<file path="config.mk">
export PLATFORM = sky130hd
export DESIGN_NAME = imem_loader_flat
export DESIGN_NICKNAME = d
export VERILOG_FILES = /design/src/rtl/imem_loader_if.sv /design/src/rtl/imem_loader.sv /design/src/flat_wrapper.sv
export SDC_FILE = /design/constraint.sdc
export NUM_CORES = 1
export LEC_CHECK = 0
export BUFFER_PORTS_ARGS = -buffer_cell sky130_fd_sc_hd__buf_2
export CORE_MARGIN = 2
export CORE_UTILIZATION = 55
export DETAILED_ROUTE_END_ITERATION = 7
export HOLD_SLACK_MARGIN = 0.02
export PLACE_DENSITY = 0.84
export SLEW_MARGIN = 20
export SYNTH_ARGS = -nofsm -noshare
export SYNTH_HDL_FRONTEND = slang
export SYNTH_SLANG_ARGS = --single-unit
</file>
<file path="constraint.sdc">
create_clock -name clk -period 10.4 [get_ports clk]
set_input_delay 0 -clock clk [delete_from_list [all_inputs] [get_ports clk]]
set_output_delay 0 -clock clk [all_outputs]
set_load 0.05 [all_outputs]
</file>
<file path="src/rtl/imem_loader_if.sv">
// Stream-in and instruction-memory bus signals of the program loader.
// The master modport is the loader side; the slave modport is the source/memory side.
interface imem_loader_if #(
   parameter int unsigned ADDR_W = 64,
   parameter int unsigned DATA_W = 32
);
   logic              s_valid;
   logic [DATA_W-1:0] s_data;
   logic              s_ready;
   logic [ADDR_W-1:0] addr_ext;
   logic              wen_ext;
   logic              ren_ext;
   logic [DATA_W-1:0] wdata_ext;
   logic [DATA_W-1:0] rdata_ext;

   modport master (
      input  s_valid, s_data, rdata_ext,
      output s_ready, addr_ext, wen_ext, ren_ext, wdata_ext
   );

   modport slave (
      output s_valid, s_data, rdata_ext,
      input  s_ready, addr_ext, wen_ext, ren_ext, wdata_ext
   );
endinterface

</file>
<file path="src/rtl/imem_loader.sv">
// Streams a program image into instruction memory, reads it back to verify the checksum,
// then releases the processor (or flags an error and keeps it halted).
module imem_loader #(
   parameter int unsigned ADDR_W = 64,
   parameter int unsigned DATA_W = 32,
   parameter int unsigned CNT_W  = 8
) (
   input  logic              clk,
   input  logic              arst_n,
   input  logic              start,
   input  logic [CNT_W-1:0]  num_words,
   imem_loader_if.master     bus,
   output logic              cpu_enable,
   output logic              busy,
   output logic              done,
   output logic              error,
   output logic [DATA_W-1:0] checksum
);

   typedef enum logic [2:0] {
      StIdle, StLoad, StWflush, StVerify, StCheck, StRun, StError
   } state_e;

   state_e            state_q;
   logic [CNT_W-1:0]  n_q;
   logic [CNT_W-1:0]  wr_idx_q;
   logic [CNT_W-1:0]  rd_idx_q;
   logic [DATA_W-1:0] wr_sum_q;
   logic [DATA_W-1:0] rd_sum_q;
   logic [DATA_W-1:0] wr_sum_d;
   logic [DATA_W-1:0] rd_sum_d;
   logic              rd_vld_q;
   logic              hs;

   logic              s_ready_q;
   logic              wen_q;
   logic              ren_q;
   logic [ADDR_W-1:0] addr_q;
   logic [DATA_W-1:0] wdata_q;

   assign bus.s_ready   = s_ready_q;
   assign bus.wen_ext   = wen_q;
   assign bus.ren_ext   = ren_q;
   assign bus.addr_ext  = addr_q;
   assign bus.wdata_ext = wdata_q;

   // rd_vld_q marks the cycle in which rdata_ext answers the previous read strobe.
   always_comb begin
      hs       = s_ready_q & bus.s_valid;
      wr_sum_d = wr_sum_q + (hs ? bus.s_data : '0);
      rd_sum_d = rd_sum_q + (rd_vld_q ? bus.rdata_ext : '0);
   end

   always_ff @(posedge clk or negedge arst_n) begin
      if (!arst_n) begin
         state_q    <= StIdle;
         n_q        <= '0;
         wr_idx_q   <= '0;
         rd_idx_q   <= '0;
         wr_sum_q   <= '0;
         rd_sum_q   <= '0;
         rd_vld_q   <= 1'b0;
         s_ready_q  <= 1'b0;
         wen_q      <= 1'b0;
         ren_q      <= 1'b0;
         addr_q     <= '0;
         wdata_q    <= '0;
         cpu_enable <= 1'b0;
         busy       <= 1'b0;
         done       <= 1'b0;
         error      <= 1'b0;
         checksum   <= '0;
      end else begin
         rd_vld_q <= ren_q;
         rd_sum_q <= rd_sum_d;
         wen_q    <= 1'b0;
         ren_q    <= 1'b0;
         addr_q   <= '0;
         wdata_q  <= '0;

         unique case (state_q)
            StIdle, StRun, StError: begin
               if (start) begin
                  error <= 1'b0;
                  if (num_words == '0) begin
                     state_q    <= StRun;
                     cpu_enable <= 1'b1;
                     done       <= 1'b1;
                     busy       <= 1'b0;
                  end else begin
                     state_q    <= StLoad;
                     n_q        <= num_words;
                     wr_idx_q   <= '0;
                     rd_idx_q   <= '0;
                     wr_sum_q   <= '0;
                     rd_sum_q   <= '0;
                     s_ready_q  <= 1'b1;
                     busy       <= 1'b1;
                     cpu_enable <= 1'b0;
                     done       <= 1'b0;
                  end
               end
            end

            StLoad: begin
               wr_sum_q <= wr_sum_d;
               checksum <= wr_sum_d;
               if (hs) begin
                  wen_q    <= 1'b1;
                  addr_q   <= ADDR_W'(wr_idx_q) << 2;
                  wdata_q  <= bus.s_data;
                  wr_idx_q <= wr_idx_q + CNT_W'(1);
                  if (wr_idx_q == n_q - CNT_W'(1)) begin
                     s_ready_q <= 1'b0;
                     state_q   <= StWflush;
                  end
               end
            end

            // Final write is on the bus this cycle; queue the first read behind it.
            StWflush: begin
               ren_q    <= 1'b1;
               addr_q   <= '0;
               rd_idx_q <= CNT_W'(1);
               state_q  <= StVerify;
            end

            StVerify: begin
               if (rd_idx_q == n_q) begin
                  state_q <= StCheck;
               end else begin
                  ren_q    <= 1'b1;
                  addr_q   <= ADDR_W'(rd_idx_q) << 2;
                  rd_idx_q <= rd_idx_q + CNT_W'(1);
               end
            end

            // Compare against the sum including the last read word, which lands this cycle.
            StCheck: begin
               busy <= 1'b0;
               if (wr_sum_q == rd_sum_d) begin
                  state_q    <= StRun;
                  cpu_enable <= 1'b1;
                  done       <= 1'b1;
               end else begin
                  state_q <= StError;
                  error   <= 1'b1;
               end
            end

            default: state_q <= StIdle;
         endcase
      end
   end

endmodule

</file>
<file path="src/flat_wrapper.sv">
// flat-port wrapper written by rule: the top's interface ports become plain ports
module imem_loader_flat 
#(
   parameter int unsigned ADDR_W = 64,
   parameter int unsigned DATA_W = 32,
   parameter int unsigned CNT_W  = 8
)
  (clk, arst_n, start, num_words, cpu_enable, busy, done, error, checksum, bus_s_valid, bus_s_data, bus_rdata_ext, bus_s_ready, bus_addr_ext, bus_wen_ext, bus_ren_ext, bus_wdata_ext);
  imem_loader_if #(.ADDR_W(ADDR_W), .DATA_W(DATA_W)) bus_i ();
  input  logic clk;
  input  logic arst_n;
  input  logic start;
  input  logic [CNT_W-1:0] num_words;
  output logic cpu_enable;
  output logic busy;
  output logic done;
  output logic error;
  output logic [DATA_W-1:0] checksum;
  input wire logic [$bits(bus_i.s_valid)-1:0] bus_s_valid;
  input wire logic [$bits(bus_i.s_data)-1:0] bus_s_data;
  input wire logic [$bits(bus_i.rdata_ext)-1:0] bus_rdata_ext;
  output wire logic [$bits(bus_i.s_ready)-1:0] bus_s_ready;
  output wire logic [$bits(bus_i.addr_ext)-1:0] bus_addr_ext;
  output wire logic [$bits(bus_i.wen_ext)-1:0] bus_wen_ext;
  output wire logic [$bits(bus_i.ren_ext)-1:0] bus_ren_ext;
  output wire logic [$bits(bus_i.wdata_ext)-1:0] bus_wdata_ext;
  assign bus_i.s_valid = bus_s_valid;
  assign bus_i.s_data = bus_s_data;
  assign bus_i.rdata_ext = bus_rdata_ext;
  assign bus_s_ready = bus_i.s_ready;
  assign bus_addr_ext = bus_i.addr_ext;
  assign bus_wen_ext = bus_i.wen_ext;
  assign bus_ren_ext = bus_i.ren_ext;
  assign bus_wdata_ext = bus_i.wdata_ext;
  imem_loader #(.ADDR_W(ADDR_W), .DATA_W(DATA_W), .CNT_W(CNT_W)) u_core (.clk(clk), .arst_n(arst_n), .start(start), .num_words(num_words), .bus(bus_i), .cpu_enable(cpu_enable), .busy(busy), .done(done), .error(error), .checksum(checksum));
endmodule
</file>
==> out/qor.yml <==
status:
  status: "completed"
min_path:
  hp-class: "input pin to flop"
route:
  maxUsedRoutingLayer: "met4"
  viasPerCell: 5.88
  postRouteAntennaNets: 0
  wl_per_cell_um: 18.5
  routed_wl_um: 32700
  dr.first_iter.drc_count: 892
  drc: 0
  wl_met3_um: 2530
  dr.pass1.iters: 5
  via_count: 10414
  met2WireLength_um: 15300
  wl_met1_um: 13800
logic_synthesis:
  synth-seq-cells: 170
  seq_area_frac_synth: 0.369
  synth_compound_area_frac: 0.169
  synthAdderAreaFrac: 0.0758
  synth_xor_area_frac: 0.0852
  synth_most_common_cell: "nand2_1"
  ys_types: 75
  yosys-top-cells-count: "nand2_1 (213), dfrtp_1 (170), nor2_1 (95), and2_1 (73), o21ai_0 (67)"
  ys.flop_type: "dfrtp_1"
  synth-async-reset-ratio: 1.00
  synth_area_leaders: "dfrtp_1 (37%), ha_1 (7.1%), nand2_1 (6.9%), and2_1 (4.0%), xor2_1 (3.8%)"
  synth_top_family_by_area: "simple AND/OR/NAND/NOR gates"
  syn_area_per_cell_um2: 8.67
  synth_area_um2: 11500
  synth.top_cell.area_share: 0.369
  synth_edf_count: 0
  ys.warnings.count: 0
  synthCells: 1330
  synth-simple-area-share: 0.224
  synthMuxAreaShare: 0.00868
  yosysTopAreaCell: "dfrtp_1"
power_and_ir_drop:
  p_leak_nw: 6.66
  peakVddDrop_mv: 0.273
  finalPower_w: 0.00399
  power.density_cell_area_nw_per_um2: 302
setup_path:
  worstPathCellList: "and2_1 > ha_1 > inv_1 > fa_1 > xnor2_1 > nor3_1 > o211ai_1 > or4_1 > or4_1 > or4_1 > or4_1 > nor4_2 > nand4_1 > a211o_1"
  slowest_delay_ns: 0.88
  cpMostUsedCell: "or4_1"
  cp-startpoint: "u_core.rd_vld_q"
  r2r-start: "u_core.rd_vld_q"
  required_ns: 10.72
  critPathArrivalTime_ns: 5.53
  r2r-end: "u_core.error"
  path_class: "flop to flop"
  rrSetupSlack_ns: 5.19
  cp_max_fo: 32
  r2r_cells: 14
  crit_path_end_kind: "flop"
  startpoint_type: "flop"
  crit_end: "u_core.error"
  critPathSlowestCell: "dfrtp_1"
clock_network:
  clockBufferDepth: 2
  cts-root-buf: "clkbuf_16"
  cts_inserted_buffers: 17
  cts_resized: 0
  insertion_delay_ns: 0.44
  h-tree-depth: 4
  cts.sinks: 170
  clkTransAtPathRegs_ns: 0.07
  post_cts_buffers: 0
  cts_tree: "yes"
timing:
  finalMaxSlewViolations: 0
  max_clock_freq_mhz: 192
  hold_violations: 0
  period_minus_slack_ns: 5.21
  clock_skew_ns: 0.0122
  setup_violations: 0
  max_slew_margin: 0.341
  worst_pin_slew_ns: 0.989
  hold_ws_ns: 0.0770
  tns_ns: 0
  fin_crit_sh: 0.501
  rsz0062_at_grt: "no"
floorplan:
  dieArea_um2: 22100
  rows: 52
  die_w_um: 149
  die_y_um: 149
  coreArea_um2: 20400
  boundaryPins: 211
  start_util: 0.564
finish:
  drive_above_1_share: 0.139
  syn_to_final_growth_pct: 14.8
  finish.net_count: 1632
  stdcell_area_um2: 13200
  multi_input_area_um2: 6710
  nFillCells: 1668
  diodes: 0
  register_area_um2: 4250
flow_run:
  max-cap-violations: 0
grt:
  antenna_found_initial: 0
  first_global_vias: 9965
  grt_first_pass_wirelength_um: 51800
  track_usage: 0.299
  grt_overflow: 0
  grt_start_max_net_pins: 95
place:
  io_buffers: 154
  dp_hpwl_um: 23500
  gp_congestion: 0.980
  placed_area_um2: 12200
## per-layer routing
layer | vias to the layer above | global-route usage
li1 | 4850 | -
met1 | 5006 | 0.406
met2 | 478 | 0.482
met3 | 80 | 0.0560
met4 | 0 | 0.104
met5 | - | 0
## cells by family (layout without fill, tap and decap cells)
logic type | after synthesis | in the layout
simple gates | 540 | 540
compound gates | 294 | 294
flops | 170 | 170
buf+inv | 143 | 258
xor+xnor | 104 | 104
fa+ha+maj | 69 | 69
mux | 9 | 9
other cells | 1 | 56
## timing repair
item | 4_1_cts | 5_1_grt
hold endpoints to repair | 134 | 0
hold buffers | 42 | 0
endpoints found under the setup margin | 0 | 0
## layout by cell type, fill, tap and decap left out, types with 5 or more instances in the layout
cell type	instances
o21ai_0	67
o31ai_1	6
nand2b_1	10
nand3_1	28
conb_1	56
a21oi_1	64
ha_1	65
nand2_1	213
a21o_1	35
dfrtp_1	170
or4_1	7
nor3_1	18
a2111oi_0	6
nor4_1	10
a22o_1	11
o31a_1	5
buf_4	8
dlygate4sd3_1	42
buf_2	153
a211o_1	5
o21bai_1	12
nor2_1	93
a31oi_1	12
o21a_1	12
inv_1	23
and2_1	73
clkbuf_16	17
a211oi_1	9
xnor2_1	49
and3_1	43
nor2b_1	12
nand4_1	12
mux2_2	8
xor2_1	50
o211ai_1	12
## worst max-delay path, delay by kind of cell (launching register included)
kind	cells	cell delay (ns)
AO/OA/AOI/OAI	2	0.42
XOR/XNOR	1	0.14
adder cells (fa/ha/maj)	2	0.69
buffers and inverters	1	0.07
flip-flops	1	0.88
AND/OR/NAND/NOR	8	2.89
## per-stage QoR
stage | setup slack (ns) | instances | utilization
after floorplan | 6.15 | 1385 | -
after global placement | 5.29 | 1698 | 0.599
after detailed placement | 5.19 | 1698 | 0.599
after CTS | 5.18 | 1770 | 0.648
after global routing | 4.93 | 1770 | 0.648
final | 5.19 | 1770 | 0.648
## final cells by class
| type | instances | share of cell area |
|---|---|---|
| clock buffers | 18 | 0.0332 |
| clock inverters | 12 | 0.0107 |
| inverters | 24 | 0.00681 |
| multi-input cells | 1072 | 0.507 |
| flip-flops and latches | 170 | 0.321 |
| well taps | 270 | 0.0255 |
| repair buffers | 204 | 0.0950 |
## where the power goes
part	leakage (nW)	internal (W)	switching, W
combinational	4.26	0.000753	0.00137
clock	0.274	0.000362	0.000289
sequential	2.13	0.000929	0.000293
total	6.66	0.00204	0.00195
## flip-flops by register name, summed over array words and instances (netlist names)
| name | count |
|---|---|
| u_core.rd_idx_q | 8 |
| u_core.n_q | 8 |
| u_core.bus.wdata_ext | 32 |
| u_core.wr_idx_q | 8 |
| u_core.cpu_enable | 1 |
| u_core.checksum | 32 |
| u_core.error | 1 |
| u_core.bus.s_ready | 1 |
| u_core.bus.addr_ext | 8 |
| u_core.bus.ren_ext | 1 |
| u_core.rd_sum_q | 32 |
| u_core.wr_sum_q | 32 |
| u_core.busy | 1 |
| u_core.rd_vld_q | 1 |
| u_core.bus.wen_ext | 1 |
| u_core.state_q | 3 |
## worst min-delay path by stage
stage,from,slack (ns),cells past startpoint,end
6_report,bus_rdata_ext[0],0.08,4,u_core.rd_sum_q[0]
5_1_grt,bus_rdata_ext[1],0.10,4,u_core.rd_sum_q[1]
4_1_cts,bus_rdata_ext[1],0.08,4,u_core.rd_sum_q[1]
3_5_place_dp,arst_n,0.16,1,u_core.bus.wdata_ext[15]
3_3_place_gp,arst_n,0.15,1,u_core.wr_sum_q[16]
2_1_floorplan,arst_n,-0.30,0,u_core.bus.addr_ext[2]
Note: power is estimated with default switching activity, not from simulation.
